`src/rtl/steer_en_ctrl.sv`:
```
// steer_en_ctrl: rider-presence and steering-enable controller.
// Stage 1 registers the load sum/difference comparisons and stage 2 runs
// the state machine on them, so an input change reaches the outputs in 2 clk.
// Optional build macro RIDER_OFF_DBNC_EN: requires sum_lt_min on 4
// consecutive clk before any exit to OFF.
//
//   state    | meaning
//   ---------+-----------------------------------------------------------
//   ST_OFF   | no rider; timer held at 0; rider_off=1
//   ST_WAIT  | rider present; timer counts while the load stays balanced
//   ST_STEER | balanced long enough; en_steer=1
module steer_en_ctrl #(
   parameter bit          FAST_SIM     = 1'b0,
   parameter logic [11:0] MIN_RIDER_WT = 12'h200,
   parameter logic [11:0] WT_HYST      = 12'h40
) (
   input  logic        clk,
   input  logic        rst_n,
   input  logic [11:0] lft_ld,
   input  logic [11:0] rght_ld,
   output logic        en_steer,
   output logic        rider_off,
   output logic        tmr_full
);

   localparam int TMR_BITS = FAST_SIM ? 15 : 26;
   localparam logic [12:0] THR_HI = {1'b0, MIN_RIDER_WT} + {1'b0, WT_HYST};
   localparam logic [12:0] THR_LO = {1'b0, MIN_RIDER_WT} - {1'b0, WT_HYST};
   localparam logic [TMR_BITS-1:0] TMR_ONE = {{(TMR_BITS-1){1'b0}}, 1'b1};

   typedef enum logic [1:0] {
      ST_OFF   = 2'd0,
      ST_WAIT  = 2'd1,
      ST_STEER = 2'd2
   } state_t;

   state_t              state_q, state_d;
   logic [TMR_BITS-1:0] tmr_q, tmr_d;

   logic [12:0] sum;
   logic [11:0] adiff;
   logic        sum_gt_min_d, sum_gt_min_q;
   logic        sum_lt_min_d, sum_lt_min_q;
   logic        diff_gt_1_4_d, diff_gt_1_4_q;
   logic        diff_gt_15_16_d, diff_gt_15_16_q;
   logic        exit_off;

   // Stage-1 comparisons on the raw load-cell readings
   always_comb begin
      sum             = {1'b0, lft_ld} + {1'b0, rght_ld};
      adiff           = (lft_ld >= rght_ld) ? (lft_ld - rght_ld) : (rght_ld - lft_ld);
      sum_gt_min_d    = (sum > THR_HI);
      sum_lt_min_d    = (sum < THR_LO);
      diff_gt_1_4_d   = ({1'b0, adiff} > (sum >> 2));
      diff_gt_15_16_d = ({1'b0, adiff} > (sum - (sum >> 4)));
   end

   // Stage-1 condition registers
   always_ff @(posedge clk or negedge rst_n) begin
      if (!rst_n) begin
         sum_gt_min_q    <= 1'b0;
         sum_lt_min_q    <= 1'b0;
         diff_gt_1_4_q   <= 1'b0;
         diff_gt_15_16_q <= 1'b0;
      end else begin
         sum_gt_min_q    <= sum_gt_min_d;
         sum_lt_min_q    <= sum_lt_min_d;
         diff_gt_1_4_q   <= diff_gt_1_4_d;
         diff_gt_15_16_q <= diff_gt_15_16_d;
      end
   end

`ifdef RIDER_OFF_DBNC_EN
   logic [1:0] dbnc_q, dbnc_d;

   // Count consecutive low-load cycles, saturating at 3
   always_comb begin
      dbnc_d = 2'd0;
      if (sum_lt_min_q) begin
         dbnc_d = (dbnc_q == 2'd3) ? 2'd3 : (dbnc_q + 2'd1);
      end
   end

   // Debounce counter register
   always_ff @(posedge clk or negedge rst_n) begin
      if (!rst_n) begin
         dbnc_q <= 2'd0;
      end else begin
         dbnc_q <= dbnc_d;
      end
   end

   // Fourth consecutive low-load cycle is the one that exits
   assign exit_off = sum_lt_min_q && (dbnc_q == 2'd3);
`else
   assign exit_off = sum_lt_min_q;
`endif

   // Next-state and timer logic; every entry to WAIT or OFF zeroes the timer
   always_comb begin
      state_d = state_q;
      tmr_d   = tmr_q;
      case (state_q)
         ST_OFF: begin
            tmr_d = '0;
            if (sum_gt_min_q) begin
               state_d = ST_WAIT;
            end
         end
         ST_WAIT: begin
            if (exit_off) begin
               state_d = ST_OFF;
               tmr_d   = '0;
            end else if (diff_gt_1_4_q) begin
               tmr_d = '0;
            end else if (tmr_full) begin
               state_d = ST_STEER;
            end else begin
               tmr_d = tmr_q + TMR_ONE;
            end
         end
         ST_STEER: begin
            if (exit_off) begin
               state_d = ST_OFF;
               tmr_d   = '0;
            end else if (diff_gt_15_16_q) begin
               state_d = ST_WAIT;
               tmr_d   = '0;
            end
         end
         default: begin
            state_d = ST_OFF;
            tmr_d   = '0;
         end
      endcase
   end

   // State and timer registers
   always_ff @(posedge clk or negedge rst_n) begin
      if (!rst_n) begin
         state_q <= ST_OFF;
         tmr_q   <= '0;
      end else begin
         state_q <= state_d;
         tmr_q   <= tmr_d;
      end
   end

   assign tmr_full  = &tmr_q;
   assign en_steer  = (state_q == ST_STEER);
   assign rider_off = (state_q == ST_OFF);

endmodule

```
`config.mk`:
```
export PLATFORM = sky130hd
export DESIGN_NAME = steer_en_ctrl
export DESIGN_NICKNAME = d
export VERILOG_FILES = /design/src/rtl/steer_en_ctrl.sv
export SDC_FILE = /design/constraint.sdc
export NUM_CORES = 1
export LEC_CHECK = 0
export CORE_UTILIZATION = 61
export DETAILED_ROUTE_END_ITERATION = 6
export PLACE_DENSITY = 0.93
export REMOVE_ABC_BUFFERS = 1
export SYNTH_ARGS = -nofsm -noshare
export SYNTH_HDL_FRONTEND = slang
export SYNTH_SLANG_ARGS = --single-unit
```
`constraint.sdc`:
```
create_clock -name clk -period 3 [get_ports clk]
set_input_delay 0.75 -clock clk [delete_from_list [all_inputs] [get_ports clk]]
set_output_delay 0.75 -clock clk [all_outputs]
set_load 0.03 [all_outputs]
```
==> results of run 1 <==
stage by stage:
stage          hold slack (ps)  worst slack [ps]  cell area (µm²)  TNS, ps  util, %
2_1_floorplan            425.7             -2180             4269    -6411        -
3_3_place_gp             443.1             -2675             5806    -5879    84.98
3_5_place_dp             485.9             -3076             5806    -6805    84.98
logic make-up after synthesis:
logic type                 share of synthesized area [%]
and+or+nand+nor                                    22.59
muxes                                              1.445
xor gates and xnor gates                           10.20
AOI/OAI and AO/OA                                  19.91
buffers and inverters                              6.270
DFF                                                18.49
adders and majority gates                          21.09
==> summary.json, run 1 <==
{
  "std_cell_rows": 30,
  "yosysMostFrequentCell": "sky130_fd_sc_hd__ha_1",
  "dp_cells": 797,
  "die_height_um": 86.26,
  "weighted_congestion_reported_at_the_end_of_routability_driven_placement": 1.034,
  "count_of_yosys_warnings_during_synthesis": 0,
  "ys_async_sr_fraction_pct": 100.0,
  "post_synth_most_frequent_cells": "sky130_fd_sc_hd__ha_1 (65), sky130_fd_sc_hd__inv_1 (54), sky130_fd_sc_hd__nor2_1 (47), sky130_fd_sc_hd__nand2_1 (35), sky130_fd_sc_hd__a21oi_1 (33)",
  "port_buffers": 28,
  "synth_flop_cell": "sky130_fd_sc_hd__dfrtp_1",
  "syn_avg_cell_area_um2": 8.064,
  "cts-hold-fix-buffers": 0,
  "detailed_place_hpwl_mm": 12.21,
  "number_of_i_o_pins": 29,
  "die_x_um": 86.26,
  "postCtsSetupRepairBufs": 65,
  "total_standard_cell_area_after_synthesis_mm2": 0.004330,
  "synth_top_area_cell": "sky130_fd_sc_hd__ha_1",
  "cts_bufs_inserted": 5,
  "cts-root-to-sink-buffers": 2,
  "cts_repair_resize_count": 219,
  "run_status": "did not finish",
  "synth_sequential_area_ratio_pct": 18.49,
  "synth.top_cell.area_share_pct": 18.78,
  "netlist_instances": 537,
  "cts-htree-levels": 2,
  "flip_flop_and_latch_count_after_synthesis": 32,
  "synth_edf_count": 0,
  "synth.top_cells.by_area": "sky130_fd_sc_hd__ha_1 (19%), sky130_fd_sc_hd__dfrtp_1 (18%), sky130_fd_sc_hd__xor2_1 (5.5%), sky130_fd_sc_hd__inv_1 (4.7%), sky130_fd_sc_hd__nor2_1 (4.1%)",
  "initial_core_util_pct": 63.39,
  "yosysUniqueCellTypes": 68,
  "cts.root.buffer_cell": "sky130_fd_sc_hd__clkbuf_8",
  "tool.error": "[ERROR DPL-0038] Utilization greater than 100%, impossible to legalize",
  "failing_step": "clock tree synthesis",
  "clock_sinks": 32
}
==> run 2, diff against run 1 <==
- CORE_UTILIZATION: 61 -> 40
- PLACE_DENSITY: 0.93 -> default
- PLACE_DENSITY_LB_ADDON: default -> 0.15
==> summary.json, run 2 <==
{
  "final_hold_viol_count": 0,
  "std_cell_rows": 37,
  "timing.critical_path.from": "lft_ld[1]",
  "timing.critical_path.arrival_ps": 5080,
  "n_antenna_cell": 0,
  "p_sw_share_pct": 40.36,
  "setup.worst_path.end_class": "flop",
  "finClkSkew_ps": 4.180,
  "power.density_cell_area_mw_per_mm2": 481.0,
  "p_sw_w": 0.001372,
  "grt_max_degree": 33,
  "track_usage_pct": 24.72,
  "p_comb_share_pct": 74.1,
  "worst-r2r-setup-slack_ps": 380,
  "use_met2_pct": 44.96,
  "drt_iter0_markers": 290,
  "report.final.setup_viol": 2,
  "drtAntennaViolNets": 0,
  "groute.layer.met3.usage_pct": 2.085,
  "internal-power_w": 0.002028,
  "weighted_congestion_reported_at_the_end_of_routability_driven_placement": 0.9008,
  "ys_async_sr_fraction_pct": 100.0,
  "core_area_mm2": 0.01042,
  "cts-root-to-sink-buffers": 2,
  "clkPwrFrac_pct": 11.7,
  "finalMaxSlewViolations": 0,
  "path_class": "in2reg",
  "final_min_period_over_clock_period_pct": 164.3,
  "globalRoute.busiestLayer": "met2",
  "post_synth_most_frequent_cells": "sky130_fd_sc_hd__ha_1 (65), sky130_fd_sc_hd__inv_1 (54), sky130_fd_sc_hd__nor2_1 (47), sky130_fd_sc_hd__nand2_1 (35), sky130_fd_sc_hd__a21oi_1 (33)",
  "cts_bufs_inserted": 5,
  "vias_in_the_first_global_route": 4787,
  "holdCritPathClass": "reg2reg",
  "worst-path-max-fanout": 3,
  "drc_violation_count_after_routing": 0,
  "largest_register_ffs": 26,
  "run_status": "finished, violations left",
  "layout.cells.most_common_list": "sky130_fd_sc_hd__buf_4 (178), sky130_fd_sc_hd__nor2_1 (45), sky130_fd_sc_hd__ha_1 (39), sky130_fd_sc_hd__inv_1 (36)",
  "grt_antenna_before_repair": 0,
  "vias_per_cell": 5.340,
  "count_of_yosys_warnings_during_synthesis": 0,
  "regToRegStartpoint": "tmr_q[7]$_DFFE_PN0P_",
  "nNetsFinal": 847,
  "fmax_mhz": 202.9,
  "crit-reg2reg-capture": "tmr_q[24]$_DFFE_PN0P_",
  "layout.cells.most_common": "sky130_fd_sc_hd__buf_4",
  "cts-htree-levels": 2,
  "timing.hold.worst_path_depth": 2,
  "clock_sinks": 32,
  "cp.required_ps": 3160,
  "synth_flop_cell": "sky130_fd_sc_hd__dfrtp_1",
  "routed_wirelength_mm": 13.41,
  "cts.root.buffer_cell": "sky130_fd_sc_hd__clkbuf_8",
  "first_pass_grt_wire_length_mm": 22.45,
  "static-leakage-power_nw": 3.287,
  "netlist_instances": 537,
  "yosysMostFrequentCell": "sky130_fd_sc_hd__ha_1",
  "totalPowerFinal_w": 0.003400,
  "syn_avg_cell_area_um2": 8.064,
  "yosysUniqueCellTypes": 68,
  "timing.reg2reg.worst_path_depth": 12,
  "number_of_i_o_pins": 29,
  "endpoint": "diff_gt_15_16_q$_DFF_PN0_",
  "synth_edf_count": 0,
  "fp.dieArea_mm2": 0.01125,
  "critical_path.most_common_cell": "sky130_fd_sc_hd__buf_4",
  "synthToLayoutAreaGrowth_pct": 63.25,
  "post-place-ws_ps": -3049,
  "synth.top_cell.area_share_pct": 18.78,
  "detailed_place_hpwl_mm": 9.866,
  "sequentialPowerShare_pct": 14.2,
  "worstSetupStartpointType": "input port",
  "cts-hold-fix-buffers": 0,
  "port_buffers": 28,
  "largest_registers": "tmr_q x26, state_q x2",
  "failed_checks": "negative setup slack",
  "worst_skew_pair.late_latency_ps": 280,
  "finalCriticalPeriod_ps": 4928,
  "timing.max_slew.rel_slack_pct": 41.55,
  "grt_util_met1_pct": 32.08,
  "regMostFlops": "tmr_q",
  "wl_per_cell_um": 15.08,
  "clk_pin_slew_worst_paths_ps": 60,
  "synth_sequential_area_ratio_pct": 18.49,
  "total_standard_cell_area_after_synthesis_mm2": 0.004330,
  "post_route_cells_drive_above_1_share_pct": 45.82,
  "first_pass_iters": 4,
  "routed-via-count": 4747,
  "synth_top_area_cell": "sky130_fd_sc_hd__ha_1",
  "die_height_um": 106.1,
  "grt_overflow": 0,
  "worst-slew-pin-transition_ps": 876.8,
  "fin_ws_ps": -1928,
  "cts_tree": "built",
  "rsz0062_at_grt": "true",
  "max_cap_viol_count": 0,
  "peakVddDrop_mv": 0.3059,
  "flip_flop_and_latch_count_after_synthesis": 32,
  "slowest_stage": "sky130_fd_sc_hd__a221o_1",
  "initial_core_util_pct": 41.57,
  "synth.top_cells.by_area": "sky130_fd_sc_hd__ha_1 (19%), sky130_fd_sc_hd__dfrtp_1 (18%), sky130_fd_sc_hd__xor2_1 (5.5%), sky130_fd_sc_hd__inv_1 (4.7%), sky130_fd_sc_hd__nor2_1 (4.1%)",
  "slowest_stage_delay_on_critical_path_ps": 390,
  "die_x_um": 106.1
}
==> run 2: layer usage <==
layer,vias to the layer above,wire length (µm),part of all wire [%]
li1,2347,-,-
met1,2298,6159,46
met2,90,6700,50
met3,12,380,2.8
met4,0,167,1.2
met5,-,0,0
==> run 2: how the worst min path moves through the flow <==
stage / slack (ps) / startpoint / to
after global routing: 510 / sum_gt_min_q$_DFF_PN0_ / state_q[0]$_DFFE_PN0P_
after global placement: 440 / sum_gt_min_q$_DFF_PN0_ / state_q[0]$_DFFE_PN0P_
after floorplan: 430 / sum_gt_min_q$_DFF_PN0_ / state_q[0]$_DFFE_PN0P_
final: 470 / sum_gt_min_q$_DFF_PN0_ / state_q[0]$_DFFE_PN0P_
after CTS: 470 / sum_gt_min_q$_DFF_PN0_ / state_q[0]$_DFFE_PN0P_
after detailed placement: 450 / sum_gt_min_q$_DFF_PN0_ / state_q[0]$_DFFE_PN0P_
==> run 2: layout make-up <==
cell class / instances / area [µm²]
multi-input cells: 435 / 4020
fillers: 829 / 3347
repair buffers: 222 / 1755
flip-flops and latches: 32 / 800.8
inverters: 56 / 215.2
well taps: 136 / 170.2
clock buffers: 6 / 72.57
clock inverters: 2 / 35.03
==> run 2: critical path, delay by kind of cell <==
kind	cells	cell delay, ps
AO/OA/AOI/OAI	10	1590
XOR/XNOR	1	130
adder cells (fa/ha/maj)	3	730
buffers and inverters	13	1510
AND/OR/NAND/NOR	4	390
==> run 2: logic make-up (layout without fill, tap and decap cells) <==
logic type,Yosys count,count (layout),share of synthesized area (%)
buffers and inverters,70,286,6.270
adders and majority gates,71,71,21.09
and+or+nand+nor,187,187,22.59
muxes,6,6,1.445
xor gates and xnor gates,48,48,10.20
DFF,32,32,18.49
AOI/OAI and AO/OA,123,123,19.91
==> run 2: stage by stage <==
stage                     utilization [%]  hold slack (ps)  cells  TNS [ps]  instance area, µm²
final                               67.87            469.8    889     -2749                7069
after global routing                67.87            510.2    889     -3111                7069
after CTS                           66.40            471.0    882     -2818                6917
after detailed placement            56.02            454.7    836     -6429                5836
after global placement              56.02            443.7    836     -6199                5836
after floorplan                         -            425.7    523     -6411                4269
==> run 2: what timing repair did <==
item / 4_1_cts / 5_1_grt
setup endpoints to repair: 4 / 4
resized for setup: 221 / 26
setup buffers: 39 / 8
pin swaps: 78 / 22
==> run 2: power groups by stage <==
stage          clock network (W)  registers (W)  logic [W]
6_report                0.000399       0.000483    0.00252
5_1_grt                 0.000421       0.000488    0.00274
4_1_cts                 0.000408       0.000483    0.00238
3_3_place_gp                   0       0.000489    0.00186
2_1_floorplan                  0       0.000485    0.00109
3_5_place_dp                   0       0.000491    0.00190
(Power assumes the default switching activity.)
==> run 3, diff against run 2 <==
- CORE_ASPECT_RATIO: default -> 0.8
- CORE_MARGIN: default -> 1.5
==> summary.json, run 3 (synthesis gave the netlist of run 2 again) <==
{
  "run_status": "finished, violations left",
  "failed_checks": "negative setup slack",
  "synthToLayoutAreaGrowth_pct": 65.82,
  "critical_path.most_common_cell": "sky130_fd_sc_hd__buf_4",
  "timing.reg2reg.worst_path_depth": 11,
  "slowest_stage_delay_on_critical_path_ps": 440,
  "finClkSkew_ps": 3.229,
  "initial_core_util_pct": 41.62,
  "vias_per_cell": 5.307,
  "fmax_mhz": 202.5,
  "largest_registers": "tmr_q x26, state_q x2",
  "grt_overflow": 0,
  "worstSetupStartpointType": "input port",
  "grt_max_degree": 33,
  "setup.worst_path.end_class": "flop",
  "drt_iter0_markers": 250,
  "report.final.setup_viol": 4,
  "routed-via-count": 4739,
  "cts-root-to-sink-buffers": 2,
  "worstSetupPathDepth": 23,
  "crit-reg2reg-capture": "tmr_q[24]$_DFFE_PN0P_",
  "first_pass_grt_wire_length_mm": 22.49,
  "timing.critical_path.arrival_ps": 5120,
  "sequentialPowerShare_pct": 13.9,
  "regToRegStartpoint": "tmr_q[16]$_DFFE_PN0P_",
  "p_sw_w": 0.001408,
  "p_sw_share_pct": 40.13,
  "detailed_place_hpwl_mm": 10.29,
  "endpoint": "diff_gt_15_16_q$_DFF_PN0_",
  "fp.dieArea_mm2": 0.01146,
  "max_cap_viol_count": 0,
  "cts-htree-levels": 2,
  "worst-r2r-setup-slack_ps": 380,
  "regMostFlops": "tmr_q",
  "cp.required_ps": 3180,
  "drc_violation_count_after_routing": 0,
  "timing.critical_path.from": "rght_ld[6]",
  "path_buf_inv": 6,
  "clk_pin_slew_worst_paths_ps": 50,
  "n_antenna_cell": 0,
  "clkPwrFrac_pct": 16.3,
  "vias_in_the_first_global_route": 4705,
  "cts_bufs_inserted": 5,
  "final_hold_viol_count": 0,
  "wl_per_cell_um": 15.83,
  "first_pass_iters": 5,
  "static-leakage-power_nw": 3.364,
  "layout.cells.most_common_list": "sky130_fd_sc_hd__buf_4 (179), sky130_fd_sc_hd__nor2_1 (46), sky130_fd_sc_hd__ha_1 (41), sky130_fd_sc_hd__inv_1 (39), sky130_fd_sc_hd__dfrtp_1 (32)",
  "path_cells": "clkdlybuf4s15_1, ha_4, buf_4, buf_4, nor4_4, o31ai_4, a31oi_2, mux2i_1, o211ai_1, ha_1, buf_4, a221o_1, buf_6, a21oi_2, o211ai_1, ha_1, nand3_2, or2_4, o221ai_2, o31ai_1, inv_1, nand2b_1, o31ai_1",
  "post_route_cells_drive_above_1_share_pct": 45.42,
  "cts.root.buffer_cell": "sky130_fd_sc_hd__clkbuf_16",
  "slowest_stage": "sky130_fd_sc_hd__a221o_1",
  "finalMaxSlewViolations": 0,
  "timing.max_slew.rel_slack_pct": 41.89,
  "worst_skew_pair.late_latency_ps": 280,
  "number_of_i_o_pins": 29,
  "p_comb_share_pct": 69.8,
  "weighted_congestion_reported_at_the_end_of_routability_driven_placement": 0.9022,
  "holdCritPathClass": "reg2reg",
  "internal-power_w": 0.002101,
  "worst-slew-pin-transition_ps": 871.7,
  "postLayoutCellArea_mm2": 0.007181,
  "rsz0062_at_grt": "true",
  "grt_antenna_before_repair": 0,
  "peakVddDrop_mv": 0.2936,
  "placed_area_mm2": 0.005863,
  "final_min_period_over_clock_period_pct": 164.6,
  "core_area_mm2": 0.01041,
  "drtAntennaViolNets": 0,
  "routed_wirelength_mm": 14.14,
  "n_fill_cell": 797,
  "clock_sinks": 32,
  "power.density_cell_area_mw_per_mm2": 488.7,
  "finalCriticalPeriod_ps": 4938,
  "nNetsFinal": 847,
  "worst_hold_slack_ps": 476.7,
  "path_class": "in2reg",
  "largest_register_ffs": 26,
  "track_usage_pct": 24.47,
  "fin_ws_ps": -1938,
  "layout.cells.most_common": "sky130_fd_sc_hd__buf_4",
  "die_height_um": 96.07,
  "std_cell_rows": 33,
  "cts_tree": "built",
  "critical-path-top-delay-family": "compound AO/OA/AOI/OAI gates",
  "cts-hold-fix-buffers": 0,
  "die_x_um": 119.3,
  "port_buffers": 28,
  "worst-path-max-fanout": 4
}
[run 3: cell types whose count changed in the layout (fill, tap and decap cells not counted), sizes merged]
cell / before / now
clkdlybuf4s50: 3 / 4
clkbuf: 6 / 8
buf: 208 / 201
clkdlybuf4s15: 3 / 4
dlymetal6s2s: 0 / 3
[run 3: through the flow]
stage / util (%) / setup WS [ps] / setup TNS, ps / power [W] / std cells
finish: 69.01 / -1938 / -3384 / 0.003509 / 893
global route: 69.01 / -2178 / -3851 / 0.003743 / 893
CTS: 66.05 / -1969 / -3508 / 0.003319 / 880
detailed placement: 56.35 / -3111 / -6564 / 0.002392 / 843
global placement: 56.35 / -2920 / -6228 / 0.002353 / 843
floorplan: - / -2180 / -6411 / 0.001575 / 523
[run 3: layer usage]
| metal | part of all wire, % | global-route usage, % |
|---|---|---|
| met5 | 0 | 0 |
| met4 | 1.0 | 3.571 |
| met3 | 4.7 | 2.547 |
| met2 | 47 | 43.02 |
| met1 | 47 | 33.51 |
[run 3: area by class of cell]
class	instances	area, µm²	share of cell area [%]
Multi-Input combinational cell	435	4048	56.37
Timing Repair Buffer	222	1778	24.76
Sequential cell	32	800.8	11.15
Inverter	56	215.2	2.997
Tap cell	140	175.2	2.439
Clock buffer	6	128.9	1.795
Clock inverter	2	35.03	0.4879
[run 3: how the worst min path moves through the flow]
stage	start	endpoint	slack, ps	depth (start not counted)
finish	sum_gt_min_q$_DFF_PN0_	state_q[0]$_DFFE_PN0P_	480	2
global route	sum_gt_min_q$_DFF_PN0_	state_q[0]$_DFFE_PN0P_	500	2
floorplan	sum_gt_min_q$_DFF_PN0_	state_q[0]$_DFFE_PN0P_	430	2
global placement	sum_gt_min_q$_DFF_PN0_	state_q[0]$_DFFE_PN0P_	440	2
detailed placement	sum_gt_min_q$_DFF_PN0_	state_q[0]$_DFFE_PN0P_	460	2
CTS	sum_gt_min_q$_DFF_PN0_	state_q[0]$_DFFE_PN0P_	480	2
[run 3: power groups by stage]
stage,sequential (W),clock (W),combinational (W)
2_1_floorplan,0.000485,0,0.00109
3_3_place_gp,0.000490,0,0.00186
3_5_place_dp,0.000492,0,0.00190
4_1_cts,0.000486,0.000573,0.00226
5_1_grt,0.000491,0.000599,0.00265
6_report,0.000487,0.000571,0.00245
[run 3: timing repair]
item	CTS	global route
pin swaps	64	41
gates cloned	0	0
gates resized for setup	182	54
setup buffers	31	15
endpoints found under the setup margin	4	19
[run 3: tightest hold or removal path: cells and delay by family (launching register included)]
family             cells  cell delay [ps]
AOI/OAI and AO/OA      1               60
and+or+nand+nor        1               50
DFF                    1              320
==> run 4, diff against run 3 <==
- REMOVE_ABC_BUFFERS: 1 -> default
==> summary.json, run 4 (synthesis gave the netlist of run 2 again) <==
{
  "clock_sinks": 32,
  "drc_violation_count_after_routing": 0,
  "power.density_cell_area_mw_per_mm2": 495.3,
  "largest_registers": "tmr_q x26, state_q x2",
  "finalCriticalPeriod_ps": 4826,
  "vias_per_cell": 5.248,
  "synthToLayoutAreaGrowth_pct": 64.61,
  "port_buffers": 28,
  "cp.required_ps": 3180,
  "final_min_period_over_clock_period_pct": 160.9,
  "grt_max_degree": 33,
  "timing.critical_path.arrival_ps": 5010,
  "post_route_cells_drive_above_1_share_pct": 44.39,
  "finalSetupTns_ps": -3253,
  "run_status": "finished, violations left",
  "critical-path-top-delay-family": "compound AO/OA/AOI/OAI gates",
  "number_of_i_o_pins": 29,
  "nNetsFinal": 842,
  "static-leakage-power_nw": 3.351,
  "dp_cells": 851,
  "slowest_stage": "sky130_fd_sc_hd__a221o_2",
  "fin_ws_ps": -1826,
  "worst-slew-pin-transition_ps": 923.2,
  "cts-root-to-sink-buffers": 2,
  "drtAntennaViolNets": 0,
  "largest_register_ffs": 26,
  "detailed_place_hpwl_mm": 10.57,
  "totalPowerFinal_w": 0.003530,
  "report.final.setup_viol": 4,
  "critical_path.most_common_cell": "sky130_fd_sc_hd__buf_4",
  "layout.cells.most_common": "sky130_fd_sc_hd__buf_4",
  "fmax_mhz": 207.2,
  "cts_bufs_inserted": 5,
  "std_cell_rows": 33,
  "finalNonFillerCells": 888,
  "initial_core_util_pct": 41.62,
  "path_buf_inv": 6,
  "track_usage_pct": 24.55,
  "timing.max_slew.rel_slack_pct": 38.46,
  "timing.critical_path.from": "lft_ld[1]",
  "grt_overflow": 0,
  "post-place-ws_ps": -2863,
  "fp.dieArea_mm2": 0.01146,
  "rsz0062_at_grt": "true",
  "core_area_mm2": 0.01041,
  "holdCritPathClass": "reg2reg",
  "regMostFlops": "tmr_q",
  "path_class": "in2reg",
  "die_height_um": 96.07,
  "cts.root.buffer_cell": "sky130_fd_sc_hd__clkbuf_16",
  "first_pass_iters": 4,
  "weighted_congestion_reported_at_the_end_of_routability_driven_placement": 0.8594,
  "drt_iter0_markers": 228,
  "worst_skew_pair.late_latency_ps": 280,
  "layout.cells.most_common_list": "sky130_fd_sc_hd__buf_4 (179), sky130_fd_sc_hd__nor2_1 (45), sky130_fd_sc_hd__ha_1 (41), sky130_fd_sc_hd__inv_1 (37), sky130_fd_sc_hd__nand2_1 (33)",
  "wl_per_cell_um": 15.58,
  "final_hold_viol_count": 0,
  "cts_tree": "built",
  "routed-via-count": 4660,
  "finalMaxSlewViolations": 0,
  "worst-path-max-fanout": 4,
  "max_cap_viol_count": 0,
  "hold_path_startpoint": "sum_gt_min_q$_DFF_PN0_",
  "syn_nets": 632,
  "path_cells": "buf_8, clkinvlp_4, ha_4, nand2b_4, a221o_2, a211o_1, buf_4, buf_4, a211oi_1, nor2_1, o31ai_2, a221o_1, buf_4, and4_1, nor3_1, ha_1, nand3_2, or2_4, o221ai_2, o31ai_1, inv_1, nand2b_1, o31ai_2",
  "routed_wirelength_mm": 13.84,
  "clk_pin_slew_worst_paths_ps": 50,
  "grt_antenna_before_repair": 0,
  "worstSetupStartpointType": "input port",
  "regToRegStartpoint": "tmr_q[8]$_DFFE_PN0P_",
  "finClkSkew_ps": 4.871,
  "failed_checks": "negative setup slack",
  "n_antenna_cell": 0,
  "setup.worst_path.end_class": "flop",
  "slowest_stage_delay_on_critical_path_ps": 430,
  "first_pass_grt_wire_length_mm": 22.55,
  "vias_in_the_first_global_route": 4544,
  "peakVddDrop_mv": 0.2807,
  "die_x_um": 119.3,
  "cts-htree-levels": 2
}
run 4: what timing repair did:
action,4_1_cts,5_1_grt
resized for setup,121,62
pin swaps,52,23
hold buffers,0,0
setup endpoints to repair,5,6
buffers inserted,20,10
run 4: report_power, final:
group / switching, W / total [W] / internal [W] / leakage (nW)
registers: 0.0000234 / 0.000484 / 0.000461 / 0.433
clock network: 0.000183 / 0.000620 / 0.000437 / 0.0901
logic: 0.00118 / 0.00243 / 0.00125 / 2.83
total: 0.00139 / 0.00353 / 0.00214 / 3.35
run 4: tightest hold or removal path, cell delays in order, from the launching register on:
cell and delay (ps):
sky130_fd_sc_hd__dfrtp_1 320, sky130_fd_sc_hd__nand2_1 40, sky130_fd_sc_hd__o21ai_0 60
run 4: final cells by class:
class | instances | area (µm²)
timing repair buffer | 217 | 1735
multi-input combinational | 435 | 4010
clock buffer | 7 | 152.6
inverter | 56 | 224.0
sequential | 32 | 800.8
tap | 140 | 175.2
clock inverter | 1 | 30.03
fill | 796 | 3277
run 4: path summary, 6_finish.rpt:
path | to | slack, ps | depth (start not counted)
hold / removal | state_q[0]$_DFFE_PN0P_ | 450 | 2
hold reg to reg | state_q[0]$_DFFE_PN0P_ | 450 | 2
setup / recovery | diff_gt_15_16_q$_DFF_PN0_ | -1830 | 23
min in group asynchronous | tmr_q[12]$_DFFE_PN0P_ | 880 | 2
max in group asynchronous | tmr_q[23]$_DFFE_PN0P_ | 1810 | 2
setup reg to reg | tmr_q[23]$_DFFE_PN0P_ | 420 | 11
run 4: routing by layer:
metal	share of wire (%)	routed length [µm]	track usage (%)
met1	50	6865	35.51
met5	0	0	0
met4	0.33	45	1.687
met3	3.5	479	2.310
met2	47	6449	41.76
run 4: through the flow:
stage               util, %  hold slack [ps]  cell area (µm²)
floorplan                 -            425.7             4474
global placement      58.29            443.3             6065
detailed placement    58.29            451.1             6065
CTS                   65.46            457.4             6812
global route          68.51            473.2             7128
finish                68.51            451.0             7128
==> edit 1: new RTL, settings of run 3 <==
Set the parameter `FAST_SIM` to 1'b1 (it was 1'b0).
--- a/src/rtl/steer_en_ctrl.sv
+++ b/src/rtl/steer_en_ctrl.sv
@@ -10,7 +10,7 @@
 //   ST_WAIT  | rider present; timer counts while the load stays balanced
 //   ST_STEER | balanced long enough; en_steer=1
 module steer_en_ctrl #(
-   parameter bit          FAST_SIM     = 1'b0,
+   parameter bit          FAST_SIM     = 1'b1,
    parameter logic [11:0] MIN_RIDER_WT = 12'h200,
    parameter logic [11:0] WT_HYST      = 12'h40
 ) (
Behaviour: same outputs for any inputs over 10 cycles, from zero or initial values and one cycle with rst_n low; that may be too few to reach the edited logic, so the function may still have changed.
==> edit 1 against run 3 <==
- power decreased by 1.7%
- first-iteration DRC count up 23%
- the run still ends with setup timing left
- cell area decreased by 2.8%
- sequential power shrank 31%
- routed wire length grew 12%
- highest routed layer unchanged
- area after synthesis decreased by 8.2%
- hold slack got worse by 0.019 ns
- setup slack better by 0.21 ns
- sequential share of layout area shrank 3.6 points
- clock skew increased by 0.00063 ns
- sequential cell count shrank 11
- critical endpoint unchanged
==> edit 1: results (changes against run 3) <==
| Metric | Value |
|---|---|
| Fin Setup TNS | `-3.13 ns (+0.256 ns)` |
| Hold crit path type | `register to register` |
| Vias in the first global route | `4890 (+3.9%)` |
| Routability cong. | `0.898 (-0.52%)` |
| Vias after detailed routing | `4829 (+1.9%)` |
| Root buffer cell | `clkbuf_16` |
| Final worst slack | `-1.73 ns (+0.213 ns)` |
| Standby leakage power | `3.20 nW (-4.8%)` |
| Commonest cells post-synth | `ha_1 (65), inv_1 (56), nor2_1 (40), a21oi_1 (35), nand2_1 (30)` |
| Slew margin rel. | `0.412 (-0.00677)` |
| Drt pass-1 iters | `6 (+1)` |
| CP arrival | `4.90 ns (-0.22 ns)` |
| Slowest-stage cell, CP | `or3b_4` |
| Yosys cell types | `71 (+4.4%)` |
| Initial DRC count | `307 (+23%)` |
| Via/cell ratio | `5.53 (+4.1%)` |
| Commonest non-fill, non-tap cell in the layout | `buf_4` |
| Failing checks | `setup timing` |
| Area contributors post-synth | `ha_1 (20%), dfrtp_1 (13%), inv_1 (5.3%)` |
| CTS clk-pin slew, worst paths | `0.06 ns` |
| H-tree depth | `1 (-1)` |
| Setup violators final | `4 (unchanged)` |
| Final Hold Vio Count | `0 (unchanged)` |
| Largest net degree at the start of global routing | `22 (-33%)` |
| Pre-CTS setup slack | `-2.60 ns (+0.514 ns)` |
| Run status | `complete, but fails checks` |
| Post-Synth Adder-Cell Area | `0.227 (+0.0163)` |
| Synth Area in XOR/XNOR | `0.0846 (-0.0173)` |
| First-pass GRT wire length | `23900 um (+6.0%)` |
| Number of I/O port buffers | `28 (unchanged)` |
| Total Nets Final | `834 (-1.5%)` |
| Initial antenna violation count | `0 (unchanged)` |
| Synth Area per Inst | `7.89 um2 (-2.2%)` |
| Largest regs | `tmr_q: 15 flops, state_q: 2 flops` |
| CTS max path bufs | `2 (unchanged)` |
| Placed Area | `5570 um2 (-5.0%)` |
| Filler Cell Count | `694 (-13%)` |
| DP HPWL | `9670 um (-6.0%)` |
| Synth warn | `0 (unchanged)` |
| Compound-cell area share of the yosys netlist | `0.248 (+0.0486)` |
| Critical path's top delay family | `compound AO/OA/AOI/OAI gates` |
| Top FF cell, synth | `dfrtp_1` |
| Layout cells sized above 1 | `0.504 (+0.0499)` |
| Mux share of post-synthesis cell area | `0.0179 (+0.00349)` |
| Post-synthesis sequential area ratio | `0.132 (-0.0528)` |
| Placed Instances | `817 (-3.1%)` |
| Sequential share of power | `0.098 (-0.041)` |
| Diodes inserted | `0 (unchanged)` |
| Comb. pwr | `0.00283 W (+16%)` |
| Max incr delay on CP | `0.45 ns` |
| Clk_skew | `0.00386 ns (+0.000633 ns)` |
| Maximum vdd drop | `0.000226 V (-23%)` |
| Synth async-reset ratio | `1.00 (unchanged)` |
| Worst-skew pair later-pin latency | `0.25 ns (-0.03 ns)` |
| CTS Buf Count | `3 (-2)` |
| Total track usage | `0.282 (+0.0374)` |
| Sw frac | `0.440 (+0.0389)` |
| Final wirelength | `15800 um (+12%)` |
| PnR Total Power | `0.00345 W (-1.7%)` |
==> edit 1: layer usage <==
metal  part of all wire  routed length [um]  global-route usage  vias to the layer above
met5                  0                   0                   0                        -
met2               0.48                7610               0.485                      186
met4              0.030                 473              0.0667                        0
met3              0.057                 899              0.0449                       51
li1                   -                   -                   -                     2278
met1               0.43                6800               0.368                     2314
==> edit 1: path summary, 6_finish.rpt <==
check | slack, ns | to | startpoint | depth (start not counted)
worst max-delay path | -1.73 | diff_gt_15_16_q$_DFF_PN0_ | lft_ld[0] | 19
worst min-delay path | 0.46 | state_q[0]$_DFFE_PN0P_ | sum_gt_min_q$_DFF_PN0_ | 2
worst max register to register | 0.44 | tmr_q[7]$_DFFE_PN0P_ | tmr_q[4]$_DFFE_PN0P_ | 11
worst min register to register | 0.46 | state_q[0]$_DFFE_PN0P_ | sum_gt_min_q$_DFF_PN0_ | 2
max in group asynchronous | 1.95 | tmr_q[9]$_DFFE_PN0P_ | rst_n | 2
min in group asynchronous | 0.83 | state_q[0]$_DFFE_PN0P_ | rst_n | 2
==> edit 1: area by class of cell <==
class                           count  area [um2]  area share
Clock buffer                        4        78.8      0.0113
Sequential cell                    21         526      0.0753
Inverter                           56         220      0.0315
Multi-Input combinational cell    413        4010       0.574
Tap cell                          136         170      0.0244
Timing Repair Buffer              244        1980       0.283
==> edit 1: worst reg2reg max path: cells and delay by family, from the launching register on <==
kind / cells / cell delay, ns
AOI/OAI and AO/OA: 1 / 0.39
xor gates and xnor gates: 1 / 0.16
buffers and inverters: 2 / 0.34
DFF: 1 / 0.42
and+or+nand+nor: 7 / 1.12
==> edit 1: what timing repair did <==
item,CTS,global route
buffers inserted,57,11
gates resized for setup,241,37
endpoints found under the setup margin,5,4
pin swaps,80,56
==> edit 2: new RTL, settings of run 3 <==
Made on the original files. Re-encode `state_t` (3 states) as one-hot, 3 bits wide.
--- a/src/rtl/steer_en_ctrl.sv
+++ b/src/rtl/steer_en_ctrl.sv
@@ -28,10 +28,10 @@
    localparam logic [12:0] THR_LO = {1'b0, MIN_RIDER_WT} - {1'b0, WT_HYST};
    localparam logic [TMR_BITS-1:0] TMR_ONE = {{(TMR_BITS-1){1'b0}}, 1'b1};
 
-   typedef enum logic [1:0] {
-      ST_OFF   = 2'd0,
-      ST_WAIT  = 2'd1,
-      ST_STEER = 2'd2
+   typedef enum logic [2:0] {
+      ST_OFF   = 3'b001,
+      ST_WAIT  = 3'b010,
+      ST_STEER = 3'b100
    } state_t;
 
    state_t              state_q, state_d;
Behaviour: same outputs for any inputs over 10 cycles, from zero or initial values and one cycle with rst_n low; not proved beyond that.
==> edit 2 against run 3 <==
- the run still ends with setup timing left
- setup slack gained 0.58 ns
- sequential share of layout area rose by 0.18 points
- area after synthesis grew 5.9%
- power is 8.4% higher
- utilization is 2.8 points lower
- routed wire length rose by 1.6%
- sequential cell count is 1 higher
- hold slack improved by 0.039 ns
- cell area rose by 1.6%
- highest routed layer unchanged
==> edit 2: results (changes against run 3) <==
| Metric | Value |
|---|---|
| Slowest-stage cell, CP | `fa_2` |
| CTS clk-pin slew, worst paths | `0.06 ns` |
| Drt pass-1 iters | `5 (unchanged)` |
| Total Nets Final | `853 (+0.71%)` |
| Standby leakage power | `3.31 nW (-1.5%)` |
| Final worst slack | `-1.36 ns (+0.578 ns)` |
| Setup violators final | `3 (-1)` |
| Synth warn | `0 (unchanged)` |
| Top FF cell, synth | `dfrtp_1` |
| Largest net degree at the start of global routing | `34 (+3.0%)` |
| Synth async-reset ratio | `1.00 (unchanged)` |
| Failing checks | `setup timing` |
| Largest regs | `tmr_q: 26 flops, state_q: 3 flops` |
| Diodes inserted | `0 (unchanged)` |
| Pre-CTS setup slack | `-2.39 ns (+0.717 ns)` |
| CTS Buf Count | `5 (unchanged)` |
| Commonest cells post-synth | `ha_1 (65), nor2_1 (56), inv_1 (46), a21oi_1 (37), nand2_1 (34)` |
| Routability cong. | `0.877 (-2.8%)` |
| Initial antenna violation count | `0 (unchanged)` |
| Layout cells sized above 1 | `0.457 (+0.00300)` |
| Clk_skew | `0.00743 ns (+0.00420 ns)` |
| Placed Area | `6050 um2 (+3.1%)` |
| Run status | `complete, but fails checks` |
| Vias after detailed routing | `4746 (+0.15%)` |
| Maximum vdd drop | `0.000210 V (-29%)` |
| Post-synthesis sequential area ratio | `0.180 (-0.00451)` |
| CTS max path bufs | `2 (unchanged)` |
| Yosys cell types | `75 (+10%)` |
| Area contributors post-synth | `ha_1 (18%), dfrtp_1 (17%), xnor2_1 (5.0%)` |
| Number of I/O port buffers | `28 (unchanged)` |
| CP Max Fanout | `6 (+2)` |
| First-pass GRT wire length | `23100 um (+2.8%)` |
| Total track usage | `0.240 (-0.00484)` |
| Average routed wire per standard cell | `15.9 um (+0.45%)` |
| CP arrival | `4.52 ns (-0.60 ns)` |
| Slew @ Worst Pin | `0.749 ns (-0.122 ns)` |
| Vias in the first global route | `4762 (+1.2%)` |
| Critical path's top delay family | `compound AO/OA/AOI/OAI gates` |
| Max incr delay on CP | `0.36 ns (-0.08 ns)` |
| Worst-skew pair later-pin latency | `0.28 ns (about the same)` |
| Initial DRC count | `361 (+44%)` |
| H-tree depth | `2 (unchanged)` |
| Hold crit path type | `register to register` |
| Filler Cell Count | `876 (+9.9%)` |
| DP HPWL | `10500 um (+2.5%)` |
| Root buffer cell | `clkbuf_16` |
edit 2: cell count changes after synthesis, moves of 6 or more:
cell / change
o211ai_1: -7
inv_1: -8
xnor2_1: +7
nor3_1: -6
o31ai_1: -7
nor2_1: +9
edit 2: logic make-up (layout without fill, tap and decap cells):
group	count (synthesis)	after routing	synth area share
AO/OA/AOI/OAI	134	134	0.219
XOR/XNOR	54	54	0.122
adder cells (fa/ha/maj)	69	69	0.195
buffers and inverters	65	272	0.0592
flip-flops	33	33	0.180
multiplexers	5	5	0.0120
AND/OR/NAND/NOR	192	192	0.213
edit 2: path summary, 6_finish.rpt:
kind,start,depth (start not counted),endpoint,slack (ns)
hold reg to reg,tmr_q[1]$_DFFE_PN0P_,2,tmr_q[1]$_DFFE_PN0P_,0.52
max in group asynchronous,rst_n,2,state_q[0]$_DFFE_PN1P_,1.80
hold / removal,tmr_q[1]$_DFFE_PN0P_,2,tmr_q[1]$_DFFE_PN0P_,0.52
setup / recovery,lft_ld[0],25,diff_gt_15_16_q$_DFF_PN0_,-1.36
setup reg to reg,tmr_q[17]$_DFFE_PN0P_,10,tmr_q[19]$_DFFE_PN0P_,0.28
min in group asynchronous,rst_n,2,tmr_q[0]$_DFFE_PN0P_,0.87
edit 2: what timing repair did:
action                                  4_1_cts  5_1_grt
resized for setup                           190       51
setup buffers                                41       10
endpoints found under the setup margin        5        3
pin swaps                                    67       54
hold buffers                                  0        0
edit 2: power breakdown:
group,internal [W],total (W),switching (W),leakage (nW)
Combinational,0.00139,0.00270,0.00131,2.78
Clock,0.000415,0.000600,0.000185,0.0841
Sequential,0.000482,0.000503,0.0000203,0.446
edit 2: layout make-up:
type,count,share of cell area
Multi-Input combinational cell,454,0.577
Tap cell,144,0.0247
Timing Repair Buffer,214,0.235
Clock inverter,1,0.00411
Clock buffer,7,0.0195
Inverter,50,0.0267
Sequential cell,33,0.113
edit 2: through the flow:
stage | total power [W] | cells | utilization | hold WS (ns) | setup TNS, ns
CTS | 0.00365 | 895 | 0.641 | 0.520 | -2.33
floorplan | 0.00179 | 537 | - | 0.454 | -2.54
finish | 0.00380 | 903 | 0.662 | 0.516 | -2.46
detailed placement | 0.00267 | 853 | 0.549 | 0.508 | -5.45
global route | 0.00405 | 903 | 0.662 | 0.557 | -2.87
global placement | 0.00259 | 853 | 0.549 | 0.485 | -5.02
edit 2: worst min-delay path, stage by stage, from the launching register on:
cell and delay [ns]:
dfrtp_1 0.36, nand2_1 0.05, o21ai_0 0.06
edit 2: per-layer routing:
layer  track usage  vias up  routed length, um
li1              -     2356                  -
met1         0.348     2285               6980
met2         0.384       89               6630
met3        0.0336       16                613
met4        0.0385        0                136
met5             0        -                  0
